### src/rtl/uart_pkg.sv
`default_nettype none
// +------------------------------------------------------------------+
// | uart_pkg: shared types and constants for the CoreUART receiver.  |
// | Rev 1.0                                                          |
// +------------------------------------------------------------------+
package uart_pkg;

    typedef enum logic [2:0] {
        IDLE   = 3'd0,
        START  = 3'd1,
        DATA   = 3'd2,
        PARITY = 3'd3,
        STOP   = 3'd4
    } rx_state_t;

    localparam int         OVERSAMPLE   = 16;
    localparam int         TICK_W       = $clog2(OVERSAMPLE);
    localparam logic [3:0] SAMPLE_POINT = 4'd8;
    localparam logic [3:0] LAST_TICK    = 4'd15;

    function automatic logic majority3(input logic [2:0] w);
        return (w[0] & w[1]) | (w[0] & w[2]) | (w[1] & w[2]);
    endfunction

endpackage
`default_nettype wire

### src/rtl/uart_rx_filter.sv
`default_nettype none
// +------------------------------------------------------------------+
// | uart_rx_filter: RX synchroniser plus 3-tap majority window.      |
// | Rev 1.0                                                          |
// +------------------------------------------------------------------+
module uart_rx_filter
    import uart_pkg::*;
#(
    parameter int SYNC_STAGES = 2
) (
    input  logic CLK,
    input  logic RESET,
    input  logic baud_tick,
    input  logic RX,
    output logic rx_sync,
    output logic vote
);

    logic [SYNC_STAGES-1:0] r_sync;
    logic [2:0]             r_window;

    // Both stages reset to the idle-high level so reset never looks like a start bit.
    always_ff @(posedge CLK) begin
        if (RESET) begin
            r_sync   <= '1;
            r_window <= 3'b111;
        end else begin
            r_sync <= {r_sync[SYNC_STAGES-2:0], RX};
            if (baud_tick) begin
                r_window <= {r_window[1:0], r_sync[SYNC_STAGES-1]};
            end
        end
    end

    assign rx_sync = r_sync[SYNC_STAGES-1];
    assign vote    = majority3(r_window);

endmodule
`default_nettype wire

### src/rtl/uart_rx_core.sv
`default_nettype none
// +------------------------------------------------------------------+
// | uart_rx_core: 16x oversampled UART receive FSM with parity,      |
// | framing and overflow status. Rev 1.0                             |
// +------------------------------------------------------------------+
module uart_rx_core
    import uart_pkg::*;
#(
    parameter int SYNC_STAGES = 2
) (
    input  logic       CLK,
    input  logic       RESET,
    input  logic       baud_tick,
    input  logic       RX,
    input  logic       bit8,
    input  logic       parity_en,
    input  logic       odd_n_even,
    input  logic       read_rx_byte,
    output logic [7:0] rx_data,
    output logic       rx_ready,
    output logic       parity_err,
    output logic       framing_err,
    output logic       overflow
);

    rx_state_t         r_state;
    logic [TICK_W-1:0] r_tick_cnt;
    logic [2:0]        r_bit_idx;
    logic [7:0]        r_shift;
    logic              r_perr_n;

    logic w_rx_sync;
    logic w_vote;
    logic w_sample;
    logic w_last_tick;
    logic w_last_bit;
    logic w_commit;

    uart_rx_filter #(
        .SYNC_STAGES (SYNC_STAGES)
    ) u_filter (
        .CLK       (CLK),
        .RESET     (RESET),
        .baud_tick (baud_tick),
        .RX        (RX),
        .rx_sync   (w_rx_sync),
        .vote      (w_vote)
    );

    assign w_sample    = baud_tick && (r_tick_cnt == SAMPLE_POINT);
    assign w_last_tick = baud_tick && (r_tick_cnt == LAST_TICK);
    assign w_last_bit  = (r_bit_idx == (bit8 ? 3'd7 : 3'd6));
    assign w_commit    = w_sample && (r_state == STOP);

    always_ff @(posedge CLK) begin
        if (RESET) begin
            r_state    <= IDLE;
            r_tick_cnt <= '0;
            r_bit_idx  <= '0;
            r_shift    <= '0;
            r_perr_n   <= 1'b1;
        end else if (baud_tick) begin
            case (r_state)
                IDLE: begin
                    if (!w_rx_sync) begin
                        r_state    <= START;
                        r_tick_cnt <= '0;
                    end
                end
                START: begin
                    r_tick_cnt <= r_tick_cnt + 1'b1;
                    if (w_sample && w_vote) begin
                        r_state    <= IDLE;
                        r_tick_cnt <= '0;
                    end else if (w_last_tick) begin
                        r_state   <= DATA;
                        r_bit_idx <= '0;
                        r_shift   <= '0;
                        r_perr_n  <= 1'b1;
                    end
                end
                DATA: begin
                    r_tick_cnt <= r_tick_cnt + 1'b1;
                    if (w_sample) begin
                        r_shift[r_bit_idx] <= w_vote;
                    end
                    // A bit8 change mid-frame just wraps bit_idx until it matches again.
                    if (w_last_tick) begin
                        if (w_last_bit) begin
                            r_state <= parity_en ? PARITY : STOP;
                        end else begin
                            r_bit_idx <= r_bit_idx + 1'b1;
                        end
                    end
                end
                PARITY: begin
                    r_tick_cnt <= r_tick_cnt + 1'b1;
                    if (w_sample) begin
                        r_perr_n <= ~((^r_shift) ^ w_vote ^ odd_n_even);
                    end
                    if (w_last_tick) begin
                        r_state <= STOP;
                    end
                end
                STOP: begin
                    r_tick_cnt <= r_tick_cnt + 1'b1;
                    if (w_sample) begin
                        r_state    <= IDLE;
                        r_tick_cnt <= '0;
                    end
                end
                default: begin
                    r_state    <= IDLE;
                    r_tick_cnt <= '0;
                end
            endcase
        end
    end

    // A commit takes priority over a same-cycle read so the new character is never lost.
    always_ff @(posedge CLK) begin
        if (RESET) begin
            rx_data     <= '0;
            rx_ready    <= 1'b0;
            parity_err  <= 1'b0;
            framing_err <= 1'b0;
            overflow    <= 1'b0;
        end else if (w_commit) begin
            rx_data     <= r_shift;
            parity_err  <= parity_en & ~r_perr_n;
            framing_err <= ~w_vote;
            rx_ready    <= 1'b1;
            overflow    <= read_rx_byte ? 1'b0 : (overflow | rx_ready);
        end else if (read_rx_byte) begin
            rx_ready <= 1'b0;
            overflow <= 1'b0;
        end
    end

endmodule
`default_nettype wire

### config.mk
export PLATFORM = sky130hd
export DESIGN_NAME = uart_rx_core
export DESIGN_NICKNAME = d
export VERILOG_FILES = /design/src/rtl/uart_pkg.sv /design/src/rtl/uart_rx_filter.sv /design/src/rtl/uart_rx_core.sv
export SDC_FILE = /design/constraint.sdc
export NUM_CORES = 1
export LEC_CHECK = 0
export BUFFER_PORTS_ARGS = -buffer_cell sky130_fd_sc_hd__buf_2
export CAP_MARGIN = 10
export CORE_ASPECT_RATIO = 1.5
export CORE_UTILIZATION = 45
export CTS_BUF_LIST = sky130_fd_sc_hd__clkbuf_4 sky130_fd_sc_hd__clkbuf_8 sky130_fd_sc_hd__clkbuf_16
export DETAILED_ROUTE_END_ITERATION = 6
export PLACE_DENSITY = 0.71
export SYNTH_ARGS = -nofsm -noshare
export SYNTH_HDL_FRONTEND = slang
export SYNTH_SLANG_ARGS = --single-unit
### constraint.sdc
create_clock -name CLK -period 2.8 [get_ports CLK]
set_clock_uncertainty 0.1 [all_clocks]
set_input_delay 0.84 -clock CLK [delete_from_list [all_inputs] [get_ports CLK]]
set_output_delay 0.84 -clock CLK [all_outputs]
set_load 0.05 [all_outputs]
### Word-level counts from Yosys, hierarchy flattened

Index checks and enable logic that the tools add are counted.
W data, S select, Z words.

| cells by class | value |
|---|---|
| $add $sub $neg | 2 |
| magnitude comparators | 2 |
| equality and inequality tests | 18 |
| mux-type cells | 34 |
| bitwise operators | 12 |
| reductions and logical operators | 16 |

Operators with widths:

| kind | number |
|---|---|
| $mux W3 | 12 |
| $mux W8 | 3 |
| $ne A2 B2 Y1 const B | 10 |
| $pmux W4 S4 | 1 |
| $pmux W8 S2 | 1 |
| $pmux W3 S5 | 1 |
| $mux W4 | 3 |
| $reduce_and A5 Y1 | 2 |
| $mux W1 | 9 |
| $bwmux W8 | 1 |
| $eq A4 B4 Y1 const B | 2 |
| $reduce_xor A8 Y1 | 1 |
| $reduce_and A7 Y1 | 1 |
| $eq A3 B2 Y1 const B | 2 |
| $pmux W3 S2 | 1 |
| $reduce_and A6 Y1 | 1 |
| $reduce_bool A2 Y1 | 3 |
| $logic_and A1 B1 Y1 | 5 |
| $add A4 B1 Y4 const B | 1 |
| $and A1 B1 Y1 | 4 |
| $lt A3 B4 Y1 const B | 1 |
| $add A3 B1 Y3 const B | 1 |
| $demux W1 S3 | 1 |
| $eq A3 B1 Y1 const B | 1 |
| other kinds (11) | 16 |

| storage, ports and cells | value |
|---|---|
| register bits | 36 |
| input bits | 8 |
| output and inout port bits | 12 |
| word-level logic and storage cells | 96 |

### Logic depth before layout (Yosys ltp)

| logic depth | value |
|---|---|
| depth in word-level cells | 8 |
| mapped depth | 9 |
| depth with buffers taken out | 7 |

### By module

Synthesis repeated with hierarchy kept, for this count alone.

| unflattened totals | value |
|---|---|
| cell total of the unflattened synthesis | 200 |
| area total of the unflattened synthesis | 1,778.0 sq um |

By module, submodules not included:

| module | instances | cells each | area each (sq um) | seq. area each (sq um) |
|---|---|---|---|---|
| uart_rx_core | 1 | 186 | 1,610.3 | 620.6 |
| uart_rx_filter | 1 | 14 | 167.7 | 100.1 |

### Worst setup path before layout

Ideal clock, no wire load.

| path | value |
|---|---|
| path type | input to register |
| from | input port baud_tick |
| to | register r_shift[2] |
| setup time | 0.136 ns |
| arrival time | 2.068 ns |
| data required time | 2.564 ns |
| path slack | 0.495 ns |
| cell stages on the path | 6 |
| buffers on the path | 1 |
| cells stage by stage | buf_4 nand4_2 o32a_4 nor4b_4 mux2i_1 nor2_2 |

| on the way | value |
|---|---|
| word-level cells in the longest chain between the ends | 4 |
| elaborated cells between the ends (all ways) | 7 |
| those cells by class | 3 x eq/ne; 4 x reduce/logical |

Ends and longest elaborated chain:

| what | line | source |
|---|---|---|
| start: declaration | uart_rx_core.sv:13 | `input logic baud_tick,` |
| $logic_and A1 B1 Y1 | uart_rx_core.sv:50 | `assign w_sample = baud_tick && (r_tick_cnt == SAMPLE_POINT);` |
| $logic_and A1 B1 Y1 | uart_rx_core.sv:72 | `if (w_sample && w_vote) begin` |
| $ne A2 B2 Y1 (no line) | - |  |
| $reduce_and A5 Y1 (no line) * | - |  |
| end signal: indexed assignment | uart_rx_core.sv:85 | `r_shift[r_bit_idx] <= w_vote;` |
| end: declaration | uart_rx_core.sv:29 | `logic [7:0] r_shift;` |

Every way passes the cells marked *; elsewhere a longest branch is shown, timed or not.
A chain may end at the register's enable or synchronous reset.

### Worst setup path in the final report

| path | value |
|---|---|
| from | input port baud_tick |
| to | register r_shift[7] |

Same word-level chain as after synthesis.

==> impl_results.html <==
<table>
<tr><th>Metric</th><th>Value</th></tr>
<tr><th colspan="2">Final layout</th></tr>
<tr><td>Layout Area Growth over Synthesis</td><td>11.8%</td></tr>
<tr><td>Share of post-route cells with drive strength above 1</td><td>between 15 and 20%</td></tr>
<tr><td>Fin nets</td><td>230</td></tr>
<tr><td>Antenna cells</td><td>0</td></tr>
<tr><td>Design area</td><td>roughly 2100 sq um</td></tr>
<tr><td>Number of fillers in the final layout</td><td>between 300 and 400</td></tr>
<tr><td>Multi-input logic area</td><td>approximately 1000 sq um</td></tr>
<tr><td>Area used by sequential logic in the layout</td><td>around 720 sq um</td></tr>
<tr><th colspan="2">Logic synthesis</th></tr>
<tr><td>Largest area contributor in the synthesized netlist</td><td>dfxtp_1</td></tr>
<tr><td>Share of async-settable or async-resettable flops after synthesis</td><td>0%</td></tr>
<tr><td>Total nets after synthesis</td><td>roughly 220</td></tr>
<tr><td>Average footprint of a synthesized cell</td><td>about 9.0 sq um</td></tr>
<tr><td>Unique cell type count in the Yosys netlist</td><td>between 40 and 50</td></tr>
<tr><td>Most frequently used cell type in the post-synthesis netlist</td><td>dfxtp_1</td></tr>
<tr><td>Synthesis Warnings</td><td>0</td></tr>
<tr><td>Sequential-to-total area share from yosys stat</td><td>between 30% and 40%</td></tr>
<tr><td>Leading register cell type out of synthesis</td><td>dfxtp_1</td></tr>
<tr><td>Top post-synthesis cells by count</td><td>36 x dfxtp_1, 19 x nand2_1, 19 x nor2_1, 16 x a21oi_1, 15 x mux2i_1</td></tr>
<tr><td>Synth Instances</td><td>about 200</td></tr>
<tr><td>Number of enable-type register cells in the synthesized netlist</td><td>0</td></tr>
<tr><td>Number of synthesized register bits</td><td>36</td></tr>
<tr><td>Fraction of synthesized cell area taken by the top area cell type</td><td>between 30% and 40%</td></tr>
<tr><td>Summed instance area of the synthesized netlist</td><td>around 1800 sq um</td></tr>
<tr><td>Top cells by area, synth</td><td>dfxtp_1 39%, mux2i_1 8.2%, a21oi_1 4.4%</td></tr>
<tr><th colspan="2">Route</th></tr>
<tr><td>Total DRC errors in the routed layout</td><td>0</td></tr>
<tr><td>Final WL</td><td>3.72 mm</td></tr>
<tr><td>Antenna-violating nets left</td><td>0</td></tr>
<tr><td>Via total after detailed routing</td><td>1478</td></tr>
<tr><td>Post-DR vias/cell</td><td>around 5.6</td></tr>
<tr><td>Average routed wire per standard cell</td><td>between 10 and 15 um</td></tr>
<tr><td>Pre-Repair DR Iteration Count</td><td>4</td></tr>
<tr><td>Initial DRC Count</td><td>23</td></tr>
<tr><th colspan="2">Clock tree</th></tr>
<tr><td>Worst skew pair latency</td><td>a little under 0.3 ns</td></tr>
<tr><td>Post-CTS Resized</td><td>0</td></tr>
<tr><td>Number of buffers between clock root and the deepest sink</td><td>2</td></tr>
<tr><td>CTS tree</td><td>built</td></tr>
<tr><td>Clock-pin slew of the registers on the worst-case setup and hold paths</td><td>about 0.06 ns</td></tr>
<tr><td>Number of CTS-inserted buffers</td><td>5</td></tr>
<tr><td>CTS sink count</td><td>36</td></tr>
<tr><td>Hold bufs inserted after CTS</td><td>0</td></tr>
<tr><td>Clock root buffer</td><td>clkbuf_8</td></tr>
<tr><td>Post CTS Setup Buffer Count</td><td>0</td></tr>
<tr><td>Count of H-tree levels built during CTS</td><td>2</td></tr>
<tr><th colspan="2">Placement</th></tr>
<tr><td>Placed wire-length estimate</td><td>2.66 mm</td></tr>
<tr><td>Setup slack after placement</td><td>between 0.3 and 0.4 ns</td></tr>
<tr><td>DP Area</td><td>approximately 1900 sq um</td></tr>
<tr><td>GPL Wtd Cong</td><td>0.789</td></tr>
<tr><td>Number of buffers inserted by port buffering</td><td>19</td></tr>
<tr><th colspan="2">Timing</th></tr>
<tr><td>Unrepaired setup endpoints after global routing</td><td>false</td></tr>
<tr><td>Total negative slack</td><td>0 ns</td></tr>
<tr><td>Final-report setup violation count</td><td>0</td></tr>
<tr><td>Worst slew margin</td><td>63.2%</td></tr>
<tr><td>Final Cycle Share</td><td>78.7%</td></tr>
<tr><td>Count of final max-slew check failures</td><td>0</td></tr>
<tr><td>Final critical path time including I/O delays and setup</td><td>between 2 and 2.5 ns</td></tr>
<tr><td>Upper clock frequency limit</td><td>~450 MHz</td></tr>
<tr><td>Number of hold-slack violations in the final timing report</td><td>0</td></tr>
<tr><td>Slew at the pin with the worst max-slew slack</td><td>approximately 0.55 ns</td></tr>
<tr><td>Hold Slack</td><td>0.309 ns</td></tr>
<tr><td>Smallest setup slack after layout</td><td>just under 0.6 ns</td></tr>
<tr><th colspan="2">Critical path</th></tr>
<tr><td>Required time at the endpoint of the critical path</td><td>about 2.9 ns</td></tr>
<tr><td>Source of the worst register-to-register timing path</td><td>r_tick_cnt[0]</td></tr>
<tr><td>Ordered list of cells on the worst path</td><td>buf_2 &gt; nand4_2 &gt; o32ai_1 &gt; nand4_1 &gt; mux2i_1 &gt; nor2_1</td></tr>
<tr><td>Worst Setup Start Kind</td><td>input pin</td></tr>
<tr><td>Flop-to-flop setup slack</td><td>between 0.6 and 0.7 ns</td></tr>
<tr><td>Critical Path Sink</td><td>r_shift[7]</td></tr>
<tr><td>Destination of the worst register-to-register timing path</td><td>r_bit_idx[2]</td></tr>
<tr><td>Type of destination of the critical path</td><td>flip-flop</td></tr>
<tr><td>Maximum fanout along the worst path</td><td>12</td></tr>
<tr><td>Worst Reg-to-Reg Cells</td><td>8</td></tr>
<tr><td>Kind of critical path</td><td>in -&gt; reg</td></tr>
<tr><td>First element of the critical path</td><td>baud_tick</td></tr>
<tr><td>Largest stage delay, worst path</td><td>approximately 0.57 ns</td></tr>
<tr><td>Data arrival time of the critical path</td><td>approximately 2.3 ns</td></tr>
<tr><td>Slowest library cell on the worst path</td><td>o32ai_1</td></tr>
<tr><th colspan="2">Pwr</th></tr>
<tr><td>Leakage dissipation</td><td>0.811 nW</td></tr>
<tr><td>Peak supply drop</td><td>between 0.0007 and 0.0008 V</td></tr>
<tr><td>Pwr/cell area</td><td>around 540 nW/um^2</td></tr>
<tr><th colspan="2">GRT</th></tr>
<tr><td>First-pass GRT wire length</td><td>roughly 6 mm</td></tr>
<tr><td>Total gr overflow</td><td>0</td></tr>
<tr><td>Via count of the first global-routing pass</td><td>roughly 1400</td></tr>
<tr><td>Antenna violations before repair</td><td>0</td></tr>
<tr><td>Maximum number of pins on one net before global-route repair</td><td>25</td></tr>
<tr><td>Met2 layer usage reported by global route</td><td>approximately 34%</td></tr>
<tr><td>GRT Max-Usage Layer</td><td>met2</td></tr>
<tr><td>Met3 usage in global routing</td><td>under 10%</td></tr>
<tr><td>Total global-route track usage</td><td>approximately a fifth</td></tr>
<tr><td>Met1 Use GR</td><td>about a fifth</td></tr>
<tr><th colspan="2">Worst hold path</th></tr>
<tr><td>HP Class</td><td>reg -&gt; reg</td></tr>
<tr><th colspan="2">Die</th></tr>
<tr><td>Number of I/O pins</td><td>20</td></tr>
<tr><td>Overall die area</td><td>roughly 4400 sq um</td></tr>
<tr><td>Count of standard-cell rows</td><td>28</td></tr>
<tr><td>Die outline width</td><td>~54 um</td></tr>
<tr><td>Core area</td><td>approximately 3900 sq um</td></tr>
<tr><td>Height of the die</td><td>between 80 and 90 um</td></tr>
<tr><td>Effective utilization at floorplan</td><td>46.9%</td></tr>
<tr><th colspan="2">Run</th></tr>
<tr><td>Maxcap violations</td><td>0</td></tr>
<tr><th colspan="2">Status</th></tr>
<tr><td>Status</td><td>completed</td></tr>
</table>
-- cell usage in the layout (no fill, tap or decap), drive strengths merged, types with 2 or more instances in the layout --
cell    Yosys  layout
nor3        9       9
dfxtp      36      36
buf        10      23
inv         6       6
a31oi       2       2
nand2b      2       2
nor2       20      20
ha          3       3
nand3      11      11
nor4        3       3
nand4       4       4
nand2      19      19
a211o       2       2
or2         2       2
clkbuf      5       6
nor4b       2       2
nor3b       4       4
o21ai       2       2
a21oi      17      17
xor2        2       2
mux2i      15      15
xnor2       8       8
nand4b      2       2
-- cell type report --
cell class | count | area share [%]
multi-input cells | 147 | 49.6
flip-flops and latches | 36 | 35.0
repair buffers | 23 | 6.08
clock buffers | 6 | 3.71
well taps | 45 | 2.74
clock inverters | 2 | 1.70
inverters | 6 | 1.09
-- sequential cells by signal (all words and copies together), names as in the netlist --
name	flops
framing_err	1
overflow	1
parity_err	1
r_bit_idx	3
r_perr_n	1
r_shift	8
r_state	3
r_tick_cnt	4
rx_data	8
rx_ready	1
u_filter.r_sync	2
u_filter.r_window	3
-- cells by family after synthesis --
| group | share of synthesized area [%] |
|---|---|
| adder cells (fa/ha/maj) | 2.58 |
| AO/OA/AOI/OAI | 14.0 |
| XOR/XNOR | 4.76 |
| buffers and inverters | 5.37 |
| AND/OR/NAND/NOR | 26.0 |
| multiplexers | 8.16 |
| flip-flops | 39.2 |
-- worst max-delay path, delay by kind of cell --
family / cells / cell delay (ns)
simple gates: 3 / 0.47
compound gates: 1 / 0.57
mux: 1 / 0.18
buf+inv: 1 / 0.22
-- report_power, final --
group / leakage, nW / internal [mW] / switching (mW) / total, mW
Clock: 0.0586 / 0.274 / 0.183 / 0.457
Combinational: 0.461 / 0.0472 / 0.0703 / 0.118
Sequential: 0.291 / 0.520 / 0.0146 / 0.535
Total: 0.811 / 0.841 / 0.268 / 1.11
-- worst min path at each step --
stage / start / to / slack (ns) / cells past startpoint
floorplan: u_filter.r_sync[0] / u_filter.r_sync[1] / 0.29 / 1
global placement: u_filter.r_sync[0] / u_filter.r_sync[1] / 0.29 / 1
detailed placement: u_filter.r_sync[0] / u_filter.r_sync[1] / 0.30 / 1
CTS: u_filter.r_sync[0] / u_filter.r_sync[1] / 0.31 / 1
global route: u_filter.r_sync[0] / u_filter.r_sync[1] / 0.33 / 1
finish: u_filter.r_sync[0] / u_filter.r_sync[1] / 0.31 / 1
-- metrics by stage --
step / cells / utilization (%) / total power, mW
final: 265 / 52.4 / 1.11
after global routing: 265 / 52.4 / 1.15
after CTS: 265 / 52.4 / 1.12
after detailed placement: 257 / 49.6 / 0.663
after global placement: 257 / 49.6 / 0.662
after floorplan: 204 / - / 0.642
-- metal layers --
layer,routed length (um),vias to the layer above
li1,-,749
met1,1550,703
met2,2000,17
met3,85,9
met4,89,0
met5,0,-
No activity file was read; power rests on OpenSTA's default activity.
